**src/rtl/avalon_arb_pkg.sv**
```systemverilog
// avalon_arb_pkg: shared types and round-robin pick for the two-master Avalon arbiter
package avalon_arb_pkg;
  localparam int NBMASTERS = 2;
  typedef logic master_id_t;
  typedef struct packed {
    logic       valid;
    master_id_t id;
  } pick_t;
  function automatic pick_t rr_pick(input logic [NBMASTERS-1:0] elig, input master_id_t last);
    return '{valid: |elig, id: &elig ? ~last : elig[1]};
  endfunction
endpackage

```
**src/rtl/avalon_pipeline_arbiter_if.sv**
```systemverilog
// avalon_pipeline_arbiter_if: pipelined Avalon-MM bus with master/slave views
interface avalon_pipeline_arbiter_if #(parameter int NBADDRBITS = 8, parameter int NBDATABYTES = 2);
  logic [NBADDRBITS-1:0]    address;
  logic [NBDATABYTES-1:0]   byteenable;
  logic [8*NBDATABYTES-1:0] writedata;
  logic [8*NBDATABYTES-1:0] readdata;
  logic                     read;
  logic                     write;
  logic                     waitrequest;
  logic                     readdatavalid;
  modport master (output address, byteenable, writedata, read, write,
                  input waitrequest, readdata, readdatavalid);
  modport slave (input address, byteenable, writedata, read, write,
                 output waitrequest, readdata, readdatavalid);
endinterface

```
**src/rtl/avalon_id_fifo.sv**
```systemverilog
// avalon_id_fifo: small FIFO of master IDs for outstanding reads
module avalon_id_fifo #(
  parameter int DEPTH = 4,
  parameter int WIDTH = 1,
  localparam int CW = $clog2(DEPTH + 1),
  localparam int PW = DEPTH > 1 ? $clog2(DEPTH) : 1
) (
  input  logic             clk,
  input  logic             rst,
  input  logic             push,
  input  logic [WIDTH-1:0] push_data,
  input  logic             pop,
  output logic [WIDTH-1:0] head,
  output logic             empty,
  output logic             full,
  output logic [CW-1:0]    count
);
  logic [WIDTH-1:0] mem [DEPTH];
  logic [PW-1:0] wp, rp;
  logic wr, rd;
  function automatic logic [PW-1:0] nxt(input logic [PW-1:0] p);
    return p == PW'(DEPTH - 1) ? '0 : p + 1'b1;
  endfunction
  assign wr = push & !full;
  assign rd = pop & !empty;
  assign empty = count == '0;
  assign full = count == CW'(DEPTH);
  assign head = mem[rp];
  always_ff @(posedge clk) if (wr) mem[wp] <= push_data;
  always_ff @(posedge clk) begin
    if (rst) begin
      wp <= '0;
      rp <= '0;
      count <= '0;
    end else begin
      if (wr) wp <= nxt(wp);
      if (rd) rp <= nxt(rp);
      count <= count + CW'(wr) - CW'(rd);
    end
  end
endmodule

```
**src/rtl/avalon_pipeline_arbiter.sv**
```systemverilog
// avalon_pipeline_arbiter: round-robin share of one pipelined Avalon-MM slave between two masters
module avalon_pipeline_arbiter
  import avalon_arb_pkg::*;
#(
  parameter int NBADDRBITS = 8,
  parameter int NBDATABYTES = 2,
  parameter int MAXPENDING = 4,
  localparam int CW = $clog2(MAXPENDING + 1)
) (
  input  logic                         clk,
  input  logic                         rst,
  avalon_pipeline_arbiter_if.slave     m0,
  avalon_pipeline_arbiter_if.slave     m1,
  avalon_pipeline_arbiter_if.master    s,
  output logic [CW-1:0]                pending_count,
  output logic                         err_unexpected_rdv
);
  logic [NBMASTERS-1:0] elig;
  logic [NBADDRBITS-1:0] addr;
  logic [NBDATABYTES-1:0] be;
  logic [8*NBDATABYTES-1:0] wdata;
  logic locked, gv, rd, wr, acc, pop, empty, full, rd_ok;
  master_id_t lock_id, last_grant, grant, head;
  pick_t pk;
  assign rd_ok = pending_count < CW'(MAXPENDING);
  assign elig = {m1.write | (m1.read & rd_ok), m0.write | (m0.read & rd_ok)};
  assign pk = rr_pick(elig, last_grant);
  assign grant = locked ? lock_id : pk.id;
  assign gv = !rst & (locked | pk.valid);
  assign addr = grant ? m1.address : m0.address;
  assign be = grant ? m1.byteenable : m0.byteenable;
  assign wdata = grant ? m1.writedata : m0.writedata;
  assign wr = grant ? m1.write : m0.write;
  assign rd = grant ? m1.read : m0.read;
  assign s.address = addr;
  assign s.byteenable = be;
  assign s.writedata = wdata;
  // a simultaneous read+write is a write, so the read never reaches the slave
  assign s.write = gv & wr;
  assign s.read = gv & rd & !wr;
  assign acc = (s.read | s.write) & !s.waitrequest;
  assign m0.waitrequest = !(gv & !grant) | s.waitrequest;
  assign m1.waitrequest = !(gv & grant) | s.waitrequest;
  assign m0.readdata = s.readdata;
  assign m1.readdata = s.readdata;
  assign pop = !rst & s.readdatavalid & !empty;
  assign m0.readdatavalid = pop & !head;
  assign m1.readdatavalid = pop & head;
  avalon_id_fifo #(.DEPTH(MAXPENDING), .WIDTH(1)) u_fifo (
    .clk, .rst, .push(acc & s.read), .push_data(grant), .pop,
    .head, .empty, .full, .count(pending_count)
  );
  always_ff @(posedge clk) begin
    if (rst) begin
      locked <= 1'b0;
      lock_id <= 1'b0;
      last_grant <= 1'b1;
      err_unexpected_rdv <= 1'b0;
    end else begin
      locked <= (s.read | s.write) & s.waitrequest;
      lock_id <= grant;
      if (acc) last_grant <= grant;
      if (s.readdatavalid & empty) err_unexpected_rdv <= 1'b1;
    end
  end
endmodule

```
**src/flat_wrapper.sv**
```systemverilog
// flat-port wrapper written by rule: the top's interface ports become plain ports
module avalon_pipeline_arbiter_flat import avalon_arb_pkg::*;
#(
  parameter int NBADDRBITS = 8,
  parameter int NBDATABYTES = 2,
  parameter int MAXPENDING = 4,
  localparam int CW = $clog2(MAXPENDING + 1)
)
  (clk, rst, pending_count, err_unexpected_rdv, m0_address, m0_byteenable, m0_writedata, m0_read, m0_write, m0_waitrequest, m0_readdata, m0_readdatavalid, m1_address, m1_byteenable, m1_writedata, m1_read, m1_write, m1_waitrequest, m1_readdata, m1_readdatavalid, s_address, s_byteenable, s_writedata, s_read, s_write, s_waitrequest, s_readdata, s_readdatavalid);
  avalon_pipeline_arbiter_if #(.NBADDRBITS(NBADDRBITS), .NBDATABYTES(NBDATABYTES)) m0_i ();
  avalon_pipeline_arbiter_if #(.NBADDRBITS(NBADDRBITS), .NBDATABYTES(NBDATABYTES)) m1_i ();
  avalon_pipeline_arbiter_if #(.NBADDRBITS(NBADDRBITS), .NBDATABYTES(NBDATABYTES)) s_i ();
  input  logic clk;
  input  logic rst;
  output logic [CW-1:0] pending_count;
  output logic err_unexpected_rdv;
  input wire logic [$bits(m0_i.address)-1:0] m0_address;
  input wire logic [$bits(m0_i.byteenable)-1:0] m0_byteenable;
  input wire logic [$bits(m0_i.writedata)-1:0] m0_writedata;
  input wire logic [$bits(m0_i.read)-1:0] m0_read;
  input wire logic [$bits(m0_i.write)-1:0] m0_write;
  output wire logic [$bits(m0_i.waitrequest)-1:0] m0_waitrequest;
  output wire logic [$bits(m0_i.readdata)-1:0] m0_readdata;
  output wire logic [$bits(m0_i.readdatavalid)-1:0] m0_readdatavalid;
  input wire logic [$bits(m1_i.address)-1:0] m1_address;
  input wire logic [$bits(m1_i.byteenable)-1:0] m1_byteenable;
  input wire logic [$bits(m1_i.writedata)-1:0] m1_writedata;
  input wire logic [$bits(m1_i.read)-1:0] m1_read;
  input wire logic [$bits(m1_i.write)-1:0] m1_write;
  output wire logic [$bits(m1_i.waitrequest)-1:0] m1_waitrequest;
  output wire logic [$bits(m1_i.readdata)-1:0] m1_readdata;
  output wire logic [$bits(m1_i.readdatavalid)-1:0] m1_readdatavalid;
  output wire logic [$bits(s_i.address)-1:0] s_address;
  output wire logic [$bits(s_i.byteenable)-1:0] s_byteenable;
  output wire logic [$bits(s_i.writedata)-1:0] s_writedata;
  output wire logic [$bits(s_i.read)-1:0] s_read;
  output wire logic [$bits(s_i.write)-1:0] s_write;
  input wire logic [$bits(s_i.waitrequest)-1:0] s_waitrequest;
  input wire logic [$bits(s_i.readdata)-1:0] s_readdata;
  input wire logic [$bits(s_i.readdatavalid)-1:0] s_readdatavalid;
  assign m0_i.address = m0_address;
  assign m0_i.byteenable = m0_byteenable;
  assign m0_i.writedata = m0_writedata;
  assign m0_i.read = m0_read;
  assign m0_i.write = m0_write;
  assign m0_waitrequest = m0_i.waitrequest;
  assign m0_readdata = m0_i.readdata;
  assign m0_readdatavalid = m0_i.readdatavalid;
  assign m1_i.address = m1_address;
  assign m1_i.byteenable = m1_byteenable;
  assign m1_i.writedata = m1_writedata;
  assign m1_i.read = m1_read;
  assign m1_i.write = m1_write;
  assign m1_waitrequest = m1_i.waitrequest;
  assign m1_readdata = m1_i.readdata;
  assign m1_readdatavalid = m1_i.readdatavalid;
  assign s_address = s_i.address;
  assign s_byteenable = s_i.byteenable;
  assign s_writedata = s_i.writedata;
  assign s_read = s_i.read;
  assign s_write = s_i.write;
  assign s_i.waitrequest = s_waitrequest;
  assign s_i.readdata = s_readdata;
  assign s_i.readdatavalid = s_readdatavalid;
  avalon_pipeline_arbiter #(.NBADDRBITS(NBADDRBITS), .NBDATABYTES(NBDATABYTES), .MAXPENDING(MAXPENDING)) u_core (.clk(clk), .rst(rst), .m0(m0_i), .m1(m1_i), .s(s_i), .pending_count(pending_count), .err_unexpected_rdv(err_unexpected_rdv));
endmodule
```
**config.mk**
```make
export PLATFORM = sky130hd
export DESIGN_NAME = avalon_pipeline_arbiter_flat
export DESIGN_NICKNAME = d
export VERILOG_FILES = /design/src/rtl/avalon_arb_pkg.sv /design/src/rtl/avalon_pipeline_arbiter_if.sv /design/src/rtl/avalon_id_fifo.sv /design/src/rtl/avalon_pipeline_arbiter.sv /design/src/flat_wrapper.sv
export SDC_FILE = /design/constraint.sdc
export NUM_CORES = 1
export LEC_CHECK = 0
export BUFFER_PORTS_ARGS = -buffer_cell sky130_fd_sc_hd__buf_4
export CAP_MARGIN = 20
export CORE_UTILIZATION = 30
export DETAILED_ROUTE_END_ITERATION = 8
export GPL_ROUTABILITY_DRIVEN = 0
export MAX_ROUTING_LAYER = met4
export PLACE_DENSITY = 0.68
export SYNTH_ARGS = -nofsm -noshare
export SYNTH_HDL_FRONTEND = slang
export SYNTH_SLANG_ARGS = --single-unit
```
**constraint.sdc**
```tcl
create_clock -name clk -period 3.65 [get_ports clk]
set_input_delay 0.73 -clock clk [delete_from_list [all_inputs] [get_ports clk]]
set_output_delay 0.73 -clock clk [all_outputs]
set_load 0.01 [all_outputs]
```
Word level (Yosys, flattened, before mapping)
Memory sizes are Yosys's and may differ from the RTL's. A register that Yosys moved wholly into a read port is not among the register bits.
Index checks and enable logic that the tools add are counted.
{"block": "totals", "input_bits": 76, "mem_count": 1, "mem_bits_rw": 4, "wordCells": 66, "reg_bits": 11, "out_inout_bits": 68}
{"block": "classes", "n_eq_ne": 3, "n_mux": 13, "n_lt_le_gt_ge": 1, "bitwise_logic": 25, "addsub": 4, "n_reduce_logical": 12}
{"name": "u_core.u_fifo.mem", "words": 4, "word_bits": 1, "rd": 1, "rd_clocked_by_memory_dff": 1, "write_ports": 1, "line": "avalon_id_fifo.sv:18", "source": "logic [WIDTH-1:0] mem [DEPTH];"}
{"cell": "1-bit AND", "count": 18}
{"cell": "16-bit two-way mux", "count": 1}
{"cell": "2-bit two-way mux", "count": 5}
{"cell": "1-bit zero test", "count": 9}
{"cell": "8-bit two-way mux", "count": 1}
{"cell": "1-bit two-way mux", "count": 6}
{"cell": "1-bit bitwise OR", "count": 6}
{"cell": "2-bit by 1-bit adder with 2-bit output, second input constant", "count": 2}
{"cell": "2-bit == test, second input constant", "count": 2}
{"cell": "3-bit by 1-bit adder with 3-bit output", "count": 1}
{"cell": "3-bit == test, second input constant", "count": 1}
{"cell": "3-bit zero test", "count": 1}
{"cell": "3-bit < comparator, second input constant", "count": 1}
{"cell": "3-bit by 1-bit subtractor with 3-bit output", "count": 1}
{"cell": "2-bit AND reduction", "count": 1}
{"cell": "2-bit OR reduction", "count": 1}
{"cell": "1-bit NOT", "count": 1}

Logic depth before layout (Yosys ltp)
Gate-level depths: netlist of the first run.
{"block": "logic_depth", "depth_word": 15, "ltp_mapped": 13}

Cells and area by module
Synthesis of the first run repeated with hierarchy kept, for this count alone.
{"block": "unflattened", "cells_unflattened": 168, "area_unflattened_um2": 1562.7}
{"mod": "avalon_pipeline_arbiter", "instances": 1, "cells_each": 113, "seq_area_each_um2": 80.1, "area_each_um2": 924.6}
{"mod": "avalon_id_fifo", "instances": 1, "cells_each": 55, "seq_area_each_um2": 300.3, "area_each_um2": 638.1}

Worst setup path before layout of the first run
Ideal clock, no wire load.
{"block": "synth_timing", "kind": "input to register", "startpoint": "input m1_write", "endpoint": "register u_core.u_fifo.count[2]", "path_slack_ps": 610, "cell_stages": 13, "arrival_time_ps": 2906, "required_time_ps": 3515, "path_cell_list": "nor2_1 -> a21oi_2 -> a2111oi_1 -> or2_1 -> buf_6 -> inv_1 -> ha_1 -> inv_1 -> ha_1 -> fa_1 -> xnor2_1 -> xnor2_1 -> nor2_1"}
{"block": "synth_between", "elab_chain_cells": 13, "elab_cells_between_ends": 19, "classes_between": "2 x add/sub; 4 x mux; 10 x bitwise; 3 x reduce/logical"}
{"element": "from (decl)", "line": "flat_wrapper.sv:29", "source": "input wire logic [$bits(m1_i.write)-1:0] m1_write;"}
{"element": "1-bit bitwise OR", "line": "avalon_pipeline_arbiter.sv:26", "source": "assign elig = {m1.write | (m1.read & rd_ok), m0.write | (m0.read & rd_ok)};"}
{"element": "2-bit AND reduction", "line": "avalon_arb_pkg.sv:10", "source": "return '{valid: |elig, id: &elig ? ~last : elig[1]};"}
{"element": "1-bit two-way mux", "line": "avalon_arb_pkg.sv:10"}
{"element": "1-bit two-way mux", "line": "avalon_pipeline_arbiter.sv:28", "source": "assign grant = locked ? lock_id : pk.id;"}
{"element": "1-bit two-way mux (on tied branches)", "line": "avalon_pipeline_arbiter.sv:34, avalon_pipeline_arbiter.sv:33"}
{"element": "1-bit AND / 1-bit zero test (equally long branches)", "line": "avalon_pipeline_arbiter.sv:40", "source": "assign s.read = gv & rd & !wr;"}
{"element": "1-bit AND", "line": "avalon_pipeline_arbiter.sv:40"}
{"element": "1-bit bitwise OR", "line": "avalon_pipeline_arbiter.sv:41", "source": "assign acc = (s.read | s.write) & !s.waitrequest;"}
{"element": "1-bit AND", "line": "avalon_pipeline_arbiter.sv:41"}
{"element": "1-bit AND (*)", "line": "avalon_pipeline_arbiter.sv:50", "source": ".clk, .rst, .push(acc & s.read), .push_data(grant), .pop,"}
{"element": "1-bit AND (*)", "line": "avalon_id_fifo.sv:24", "source": "assign wr = push & !full;"}
{"element": "3-bit by 1-bit adder with 3-bit output (*)", "line": "avalon_id_fifo.sv:38", "source": "count <= count + CW'(wr) - CW'(rd);"}
{"element": "3-bit by 1-bit subtractor with 3-bit output (*)", "line": "avalon_id_fifo.sv:38"}
{"element": "to (signal assigned)", "line": "avalon_id_fifo.sv:38"}
{"element": "to (decl)", "line": "avalon_id_fifo.sv:16", "source": "output logic [CW-1:0] count"}
Every way passes the cells marked *; elsewhere a longest branch is shown, timed or not.
A chain may end at the register's enable or synchronous reset.

Final worst setup path of the first run
{"block": "layout_timing", "startpoint": "input rst", "endpoint": "register u_core.u_fifo.count[2]"}
{"block": "layout_between", "elab_chain_cells": 10, "elab_cells_between_ends": 14, "classes_between": "2 x add/sub; 11 x bitwise; 1 x reduce/logical"}
{"element": "from (decl)", "line": "flat_wrapper.sv:14", "source": "input logic rst;"}
{"element": "1-bit zero test", "line": "avalon_pipeline_arbiter.sv:29, avalon_pipeline_arbiter.sv:46"}
{"element": "1-bit AND", "line": "avalon_pipeline_arbiter.sv:29", "source": "assign gv = !rst & (locked | pk.valid);"}
{"element": "1-bit AND (2 in a row)", "line": "avalon_pipeline_arbiter.sv:40"}
{"element": "1-bit bitwise OR", "line": "avalon_pipeline_arbiter.sv:41"}
{"element": "1-bit AND", "line": "avalon_pipeline_arbiter.sv:41"}
{"element": "1-bit AND", "line": "avalon_pipeline_arbiter.sv:50"}
{"element": "1-bit AND", "line": "avalon_id_fifo.sv:24"}
{"element": "3-bit by 1-bit adder with 3-bit output", "line": "avalon_id_fifo.sv:38"}
{"element": "3-bit by 1-bit subtractor with 3-bit output", "line": "avalon_id_fifo.sv:38"}
Several ways; a longest one is shown, not always the timed one.

==> impl_results.md, run 1 <==
* Outcome: complete, no violations
* Top-count cell post-synth: nand2_1
* Cell internal pwr at about 0.53 mW
* Final wirelength at 3585 um
* Starting density of the core at between 30% and 40%
* Syn Inst Count at between 200 and 250
* RSZ-0062 raised after global routing: no
* GR Util All Layers at 14.17%
* P_sw at between 0.3 and 0.4 mW
* Hold Fails Final Rpt at 0
* Combinational power share at about 53%
* Slew HR at between 60% and 70%
* Top_reg_cell synth: dfxtp_1
* Post-route ant nets at 0
* Share of layout cells above drive strength 1 at between 30% and 40%
* Largest net degree at the start of global routing at 36
* Ys async rst share at 0%
* # nets final at 360
* WP data required at 3.79 ns
* Die Span X at approximately 73 um
* Core Region at 4755 um^2
* Startpoint Class: input port
* Routed vias at between 1000 and 1500
* Post-synthesis area per instance at 6.993 um^2
* # rows at 25
* Crit path DAT at 3.12 ns
* GRT overflow at 0
* Vias in the first global route at between 1000 and 1500
* Max-cap violations at 0
* Clock power frac at between 10% and 20%
* Final Setup Violations at 0
* Routed met2 length at 1760 um
* Met3 WL at between 300 and 400 um
* Pre-CTS setup slack at 0.4347 ns
* F_max at 0.3363 GHz
* Slew Viols, Final at 0
* Area grow syn2layout at 38.55%
* Top post-synthesis cells by area: nand2_1 21%, dfxtp_1 17%, buf_4 16%, edfxtp_1 8.0%, ha_1 5.9%
* Register clock-pin slew on the reported worst setup and hold paths at 0.06 ns
* Sinks on Clock Net at 17
* Least-Margin Pin Slew at between 0.5 and 0.6 ns
* Reg power frac at between 20% and 30%
* Final period utilization at ~81%
* ANT cells at 0
* DP HPWL at between 2000 and 3000 um
* Post-CTS Setup Bufs at 0
* Synthesis Warnings at 0
* Die Y at roughly 73 um
* Ports at approximately 140
* CP Class: input port to flop
* Vias per cell at between 4 and 5
* DRC violations left at 0
* Routed wire length per instance at between 10 and 15 um
* Clock Tree Buf Depth at 2
* Number of enable flip-flop cells after synthesis at 4
* Hold_buf cts at 0
* Maximum VDD drop at between 0.0002 and 0.00025 V
* Power per cell area at 400.6 nW/um^2
* Setup_tns at 0 ns
* Synth top area share at between 20% and 30%
* IO buf count at 95
* Total Power at between 0.8 and 0.9 mW
* Num CTS Buffers at 3
* Leak at 1.103 nW
* Die footprint at about 5300 um^2
* CTS resizes at 0
* First-pass GRT wire length at 5651 um
* First-pass DRT Iterations at 4
* Most frequent cells after synthesis: 84 x nand2_1, 32 x buf_4, 13 x dfxtp_1, 12 x nor2_1, 8 x inv_1
* CP max FO at 15
* Worst skew pair latency at about 0.25 ns
* DRT iter0 DRCs at 32
* Fin Clk Skew at approximately 0.0027 ns
* Netlist cell types at 36
* Sw frac at about 37%
* Worst Hold Class: flop to flop
* Syn Nets at just under 300
* Max Used Layer: met4
* M1 WL at 1451 um
* Mapped Area at about 1500 um^2
* Area leader, netlist: nand2_1
* H-tree depth at 1
* Minimum clock period at just under 3 ns
* #FFs+latches synth at 17
* Initial antenna violation count at 0
* Clock root buffer master: clkbuf_8
* CTS tree: done
* Sequential share of the synthesized area at 25.42%
* Final WS setup at ~0.68 ns
* Setup crit end kind: flop
## critical path, stage by stage
cell and delay, ns:
buf_4 0.18, or3b_1 0.41, nor3_1 0.19, and3_1 0.22, or2_1 0.12, inv_1 0.05
ha_1 0.27, inv_1 0.04, ha_1 0.18, fa_1 0.38, xnor2_1 0.17, xnor2_1 0.13
nor2_1 0.05
## power by group through the flow
stage          clock network, mW  registers (mW)  logic (mW)
6_report                   0.140           0.249       0.442
3_3_place_gp                   0           0.253       0.445
3_5_place_dp                   0           0.254       0.449
4_1_cts                    0.149           0.249       0.451
5_1_grt                    0.157           0.254       0.494
2_1_floorplan                  0           0.254       0.276
## area by class of cell
type	instances	area [um^2]
repair buffers	97	728.2
multi-input cells	148	802.0
flip-flops and latches	17	380.4
clock buffers	4	45.04
well taps	67	83.83
fillers	515	2681
inverters	9	33.78
## path summary, 6_finish.rpt
path	cells past startpoint	slack, ns	end	startpoint
setup / recovery	13	0.68	u_core.u_fifo.count[2]$_SDFF_PP0_	rst
hold reg to reg	2	0.47	u_core.err_unexpected_rdv$_SDFFE_PP0P_	u_core.err_unexpected_rdv$_SDFFE_PP0P_
setup reg to reg	12	0.87	u_core.u_fifo.count[2]$_SDFF_PP0_	u_core.u_fifo.count[2]$_SDFF_PP0_
hold / removal	2	0.47	u_core.err_unexpected_rdv$_SDFFE_PP0P_	u_core.err_unexpected_rdv$_SDFFE_PP0P_
## cells in the final DEF, fill, tap and decap left out, drive strengths merged, types with 2 or more instances in the layout
| master | synthesis | routed |
|---|---|---|
| buf | 36 | 97 |
| nand2 | 84 | 84 |
| dfxtp | 13 | 13 |
| nor2 | 12 | 12 |
| inv | 9 | 9 |
| ha | 7 | 7 |
| nor2b | 5 | 5 |
| and2 | 5 | 5 |
| o21ai | 5 | 5 |
| nor3 | 4 | 4 |
| edfxtp | 4 | 4 |
| a21oi | 4 | 4 |
| clkbuf | 4 | 4 |
| or3b | 2 | 2 |
| mux2i | 2 | 2 |
| nand3 | 2 | 2 |
| o31ai | 2 | 2 |
| xnor2 | 2 | 2 |
## routing by layer
metal  vias to the layer above  global-route usage, %
met2                        64                  23.99
met5                         -                      -
met4                         0                  7.190
met3                        10                  4.144
met1                       641                  15.01
li1                        766                      -
## cells by family after synthesis
group	synth area share (%)
simple gates	34.70
buf+inv	20.99
flops	25.42
compound gates	7.692
fa+ha+maj	7.190
mux	2.843
xor+xnor	1.171
## per-stage QoR
step | hold WS [ns] | instances | utilization (%) | cell area [um^2]
final | 0.4690 | 342 | 43.61 | 2073
after global routing | 0.5209 | 342 | 43.61 | 2073
after CTS | 0.4733 | 342 | 43.61 | 2073
after detailed placement | 0.4571 | 338 | 42.66 | 2028
after global placement | 0.4523 | 338 | 42.66 | 2028
after floorplan | 0.4698 | 214 | - | 1496
(Power assumes the default switching activity.)
==> run 2, diff against run 1 <==
==> constraint.sdc (replaced) <==
create_clock -name clk -period 2.9 [get_ports clk]
set_input_delay 0.58 -clock clk [delete_from_list [all_inputs] [get_ports clk]]
set_output_delay 0.58 -clock clk [all_outputs]
set_load 0.01 [all_outputs]
==> run 2 against run 1 <==
Count of clock-buffer cells in the layout did not move. Cell count is 4.1% higher. Power grew 31%. Critical endpoint unchanged.
==> impl_results.md, run 2 (synthesis gave the netlist of run 1 again) <==
* Startpoint Class: input port
* Pre-CTS setup slack at -0.1357 ns (-0.5703 ns)
* GRT overflow at 0 (unchanged)
* Worst skew pair latency at 0.25 ns (about the same)
* Area grow syn2layout at 46.07%
* Setup crit end kind: flop
* F_max at 0.3717 GHz
* Initial antenna violation count at 0 (unchanged)
* Filler cells at 483 (-6.2%)
* Critical-path cell list: buf_4 -> buf_4 -> or3b_1 -> nor3_1 -> and3_1 -> or2_1 -> inv_1 -> ha_1 -> inv_1 -> ha_1 -> fa_1 -> xnor2_1 -> xnor2_1 -> nor2_1
* Routed vias at 1518 (+2.5%)
* Vias per cell at 4.264 (-1.5%)
* Cell internal pwr at 0.6902 mW (+31%)
* Final wirelength at 3782 um (+5.5%)
* Fin area at 2186 um^2 (+5.4%)
* WP data required at 3.04 ns (-0.75 ns)
* Fin Clk Skew at 0.002543 ns (-0.0001492 ns)
* CP Class: input port to flop
* Die footprint at 5274 um^2 (unchanged)
* CTS tree: done
* Hold_buf cts at 0 (unchanged)
* Vias in the first global route at 1367 (+0.74%)
* Die Span X at 72.63 um (unchanged)
* Die Y at 72.63 um (unchanged)
* Core Region at 4755 um^2 (unchanged)
* DRC violations left at 0 (unchanged)
* RR Endpoint: u_core.u_fifo.count[2]$_SDFF_PP0_
* First-pass DRT Iterations at 4 (unchanged)
* Sw frac at 36.40% (-0.36 points)
* DP Cell Count at 352 (+4.1%)
* Hold Path Sink: u_core.err_unexpected_rdv$_SDFFE_PP0P_
* Share of layout cells above drive strength 1 at 41.87% (+3.7 points)
* Final period utilization at roughly 93%
* Maximum VDD drop at 0.0002300 V (+6.6%)
* Routed wire length per instance at 10.62 um (+1.3%)
* Power per cell area at 496.4 nW/um^2 (+24%)
* Clock Tree Buf Depth at 2 (unchanged)
* H-tree depth at 1 (unchanged)
* Slew HR at 73.43% (+10 points)
* Final WS setup at 0.2094 ns (-0.4669 ns)
* Reg power frac at 28.5% (-1.4 points)
* R2r setup slk at 0.26 ns (-0.61 ns)
* Largest net degree at the start of global routing at 31 (-14%)
* CP peak stage delay at 0.38 ns (-0.03 ns)
* Post-route ant nets at 0 (unchanged)
* # rows at 25 (unchanged)
* ANT cells at 0 (unchanged)
* Register clock-pin slew on the reported worst setup and hold paths at 0.06 ns (about the same)
* Register-to-Register Path Depth at 13 (+1)
* Sinks on Clock Net at 17 (unchanged)
* Worst Hold Class: flop to flop
* Hold path cells at 2 (unchanged)
* # nets final at 374 (+3.9%)
* Clock root buffer master: clkbuf_8
* Final Util at 45.97% (+2.4 points)
* Outcome: complete, no violations
* Placed instance area at 2133 um^2 (+5.2%)
* Leak at 1.174 nW (+6.4%)
* GR Util All Layers at 14.10% (-0.069 points)
* Crit path DAT at 2.83 ns (-0.29 ns)
* Minimum clock period at approximately 2.7 ns
* Least-Margin Pin Slew at 0.3943 ns (-0.1541 ns)
* Combinational power share at 55.7% (+2.5 points)
* Max-cap violations at 0 (unchanged)
* DP HPWL at 3075 um (+9.0%)
* Reg2reg start: u_core.u_fifo.count[2]$_SDFF_PP0_
* Clock power frac at 15.8% (-1.1 points)
* Commonest non-fill, non-tap cell in the layout: buf_4
* Ports at 144 (unchanged)
* Final Setup Violations at 0 (unchanged)
* Most frequent cells in the layout: 111 x buf_4, 84 x nand2_1, 13 x dfxtp_1, 11 x nor2_1, 8 x inv_1
* First-pass GRT wire length at 5747 um (+1.7%)
* RSZ-0062 raised after global routing: no
* P_sw at 0.3949 mW (+29%)
* Worst path slowest cell: fa_1
* Starting density of the core at 31.47% (unchanged)
* Slew Viols, Final at 0 (unchanged)
* Num CTS Buffers at 3 (unchanged)
* CP max FO at 3 (-12)
* Hold Fails Final Rpt at 0 (unchanged)
* Layout Cells excl Fill at 356 (+4.1%)
* IO buf count at 95 (unchanged)
* HP Start: u_core.err_unexpected_rdv$_SDFFE_PP0P_
* DRT iter0 DRCs at 46 (+44%)
## run 2: cell count changes in the layout (fill, tap and decap cells not counted)
| cell | previous run | this run |
|---|---|---|
| a2111oi_1 | 1 | 0 |
| nor2_2 | 0 | 1 |
| nor2_1 | 12 | 11 |
| a2111oi_2 | 0 | 1 |
| buf_4 | 97 | 111 |
## run 2: through the flow
step	hold WS (ns)	power (mW)	TNS, ns
6_report	0.4837	1.085	0
2_1_floorplan	0.4698	0.6668	0
5_1_grt	0.5150	1.170	0
3_5_place_dp	0.4781	0.9223	-0.1357
4_1_cts	0.4936	1.100	0
3_3_place_gp	0.4506	0.9110	-0.05221
## run 2: area by class of cell
type | instances | area, um^2 | share of cell area (%)
flip-flops and latches | 17 | 380.4 | 17.40
well taps | 67 | 83.83 | 3.835
inverters | 9 | 33.78 | 1.546
clock buffers | 4 | 45.04 | 2.061
multi-input cells | 148 | 809.5 | 37.03
repair buffers | 111 | 833.3 | 38.12
## run 2: worst max path at each step
stage / cells after the start / to / startpoint
after floorplan: 13 / u_core.u_fifo.count[2]$_SDFF_PP0_ / m1_write
after global placement: 14 / u_core.u_fifo.count[2]$_SDFF_PP0_ / m1_write
after detailed placement: 14 / u_core.u_fifo.count[2]$_SDFF_PP0_ / m1_write
after CTS: 14 / u_core.u_fifo.count[2]$_SDFF_PP0_ / m1_write
after global routing: 13 / u_core.u_fifo.count[2]$_SDFF_PP0_ / u_core.locked$_SDFF_PP0_
final: 14 / u_core.u_fifo.count[2]$_SDFF_PP0_ / m1_read
## run 2: power groups by stage
stage	Combinational [mW]	Sequential, mW	Clock (mW)
after detailed placement	0.608	0.315	0
after global placement	0.598	0.313	0
after global routing	0.665	0.314	0.192
after CTS	0.609	0.310	0.181
after floorplan	0.347	0.320	0
final	0.604	0.309	0.172
## run 2: layer usage
metal  GRT usage (%)  vias up  wire length [um]
met3           3.177        7               257
met4           3.268        0                31
met1           15.33      658              1577
met5               -        -                 0
met2           25.96       60              1916
li1                -      793                 -
## run 2: timing repair
item,in CTS,in global routing
resized for setup,0,2
setup endpoints to repair,0,1
setup buffers,0,0
## run 2: worst max-delay path, delay by kind of cell
family	cells	cell delay, ns
XOR/XNOR	2	0.32
adder cells (fa/ha/maj)	3	0.82
buffers and inverters	4	0.26
AND/OR/NAND/NOR	5	0.83
==> run 3, diff against run 2 <==
--- a/config.mk
+++ b/config.mk
@@ -8,6 +8,7 @@
 export BUFFER_PORTS_ARGS = -buffer_cell sky130_fd_sc_hd__buf_4
 export CAP_MARGIN = 20
 export CORE_UTILIZATION = 30
+export CTS_BUF_LIST = sky130_fd_sc_hd__clkbuf_4
 export DETAILED_ROUTE_END_ITERATION = 8
 export GPL_ROUTABILITY_DRIVEN = 0
 export MAX_ROUTING_LAYER = met4
==> run 3 against run 2 <==
Combinational power about the same. Global-route usage about the same. Sequential share of layout area increased by 0.12 points.
==> impl_results.md, run 3 (synthesis gave the netlist of run 1 again) <==
* Fin Clk Skew at 0.004452 ns (+0.001908 ns)
* Die footprint at 5274 um^2 (unchanged)
* Vias in the first global route at 1363 (-0.29%)
* Routed vias at 1520 (+0.13%)
* # rows at 25 (unchanged)
* Post-CTS Setup Bufs at 0 (unchanged)
* Clock root buffer master: clkbuf_4
* H-tree depth at 1 (unchanged)
* CP Capture Point: u_core.u_fifo.count[2]$_SDFF_PP0_
* Clock Tree Buf Depth at 2 (unchanged)
* Max-cap violations at 0 (unchanged)
* F_max at 0.3772 GHz (+1.5%)
* ANT cells at 0 (unchanged)
* DP Cell Count at 352 (unchanged)
* IO buf count at 95 (unchanged)
* Final period utilization at 91.42% (-1.4 points)
* Reg2reg start: u_core.u_fifo.count[2]$_SDFF_PP0_
* R2r setup slk at 0.25 ns (about the same)
* Startpoint Class: flop
* DP HPWL at 3075 um (unchanged)
* Die Span X at 72.63 um (unchanged)
* Power per cell area at 482.5 nW/um^2 (-2.8%)
* Register clock-pin slew on the reported worst setup and hold paths at 0.10 ns (+0.04 ns)
* DRT iter0 DRCs at 42 (-8.7%)
* Vias per cell at 4.270 (+0.13%)
* GR Util All Layers at 14.07% (-0.030 points)
* # nets final at 374 (unchanged)
* Die Y at 72.63 um (unchanged)
* Largest net degree at the start of global routing at 31 (unchanged)
* First-pass GRT wire length at 5754 um (+0.12%)
* CP Class: flop to flop
* Final Setup Violations at 0 (unchanged)
* RR Endpoint: u_core.u_fifo.count[2]$_SDFF_PP0_
* CP max FO at 6 (+3)
* Slew HR at 74.30% (+0.86 points)
* Critical Path Source: u_core.u_fifo.count[2]$_SDFF_PP0_
* Worst skew pair latency at 0.29 ns (+0.04 ns)
* CTS tree: done
* First-pass DRT Iterations at 4 (unchanged)
* Final wirelength at 3781 um (about the same)
* Filler cells at 484 (+0.21%)
* Slew Viols, Final at 0 (unchanged)
* Maximum VDD drop at 0.0001989 V (-14%)
* Final Util at 45.66% (-0.32 points)
* Initial antenna violation count at 0 (unchanged)
* Num CTS Buffers at 3 (unchanged)
* Share of layout cells above drive strength 1 at 42.21% (+0.35 points)
* Crit path DAT at 2.84 ns (about the same)
* Ports at 144 (unchanged)
* GRT overflow at 0 (unchanged)
* Setup crit end kind: flop
* Hold Fails Final Rpt at 0 (unchanged)
* Most frequent cells in the layout: 111 x buf_4, 84 x nand2_1, 13 x dfxtp_1, 11 x nor2_1, 8 x inv_1
* Starting density of the core at 31.47% (unchanged)
* Layout Cells excl Fill at 356 (unchanged)
* Outcome: complete, no violations
* Register-to-Register Path Depth at 13 (unchanged)
* Post-route ant nets at 0 (unchanged)
* WP data required at 3.09 ns (+0.05 ns)
* Sinks on Clock Net at 17 (unchanged)
* Area grow syn2layout at 45.07%
* DRC violations left at 0 (unchanged)
* RSZ-0062 raised after global routing: no
* HP Start: u_core.err_unexpected_rdv$_SDFFE_PP0P_
* Minimum clock period at 2.651 ns (-0.03936 ns)
* Leak at 1.169 nW (-0.37%)
* Commonest non-fill, non-tap cell in the layout: buf_4
* Worst Hold Class: flop to flop
* Core Region at 4755 um^2 (unchanged)
* Least-Margin Pin Slew at 0.3815 ns (-0.01283 ns)
* Routed wire length per instance at 10.62 um (about the same)
[run 3: cell counts in the layout (fill, tap and decap cells not counted)]
Identical to the previous run, type by type.
[run 3: through the flow]
stage / setup slack [ns] / hold WS (ns) / total power [mW] / area (um^2) / TNS, ns
finish: 0.2487 / 0.4895 / 1.047 / 2171 / 0
global route: 0.04156 / 0.5143 / 1.129 / 2171 / 0
CTS: 0.1701 / 0.4970 / 1.059 / 2163 / 0
detailed placement: -0.1357 / 0.4781 / 0.9223 / 2133 / -0.1357
global placement: -0.05221 / 0.4506 / 0.9110 / 2133 / -0.05221
floorplan: 0.009553 / 0.4698 / 0.6668 / 1496 / 0
[run 3: power breakdown]
group | internal (mW) | switching [mW] | total, mW
clock | 0.0628 | 0.0717 | 0.135
sequential | 0.282 | 0.0267 | 0.309
combinational | 0.310 | 0.294 | 0.604
[run 3: area by class of cell]
class | count | area, um^2 | share of cell area, %
clock buffers | 4 | 30.03 | 1.383
inverters | 9 | 33.78 | 1.556
multi-input cells | 148 | 809.5 | 37.29
flip-flops and latches | 17 | 380.4 | 17.52
well taps | 67 | 83.83 | 3.862
repair buffers | 111 | 833.3 | 38.39
[run 3: worst min path at each step]
stage | cells after the start | end
after floorplan | 2 | u_core.last_grant$_SDFFE_PP1P_
after global placement | 2 | u_core.err_unexpected_rdv$_SDFFE_PP0P_
after detailed placement | 2 | u_core.err_unexpected_rdv$_SDFFE_PP0P_
after CTS | 2 | u_core.err_unexpected_rdv$_SDFFE_PP0P_
after global routing | 2 | u_core.err_unexpected_rdv$_SDFFE_PP0P_
final | 2 | u_core.err_unexpected_rdv$_SDFFE_PP0P_
[run 3: worst max-delay path, cell delays in order, from the launching register on]
cell and delay (ns):
dfxtp_1 0.43, or3b_1 0.39, nand4_1 0.14, a2111oi_2 0.06
buf_4 0.15, or2_1 0.23, inv_1 0.06, ha_1 0.12
inv_1 0.04, ha_1 0.18, fa_1 0.38, xnor2_1 0.18
xnor2_1 0.14, nor2_1 0.05
[run 3: repair_timing]
action	CTS	global route
endpoints found under the setup margin	0	1
gates resized for setup	0	2
hold buffers	0	0
[run 3: per-layer routing]
| metal | vias up | GRT usage (%) | routed length (um) |
|---|---|---|---|
| met5 | - | - | 0 |
| li1 | 794 | - | - |
| met3 | 7 | 3.177 | 254 |
| met4 | 0 | 2.614 | 31 |
| met1 | 660 | 15.50 | 1581 |
| met2 | 59 | 25.96 | 1914 |
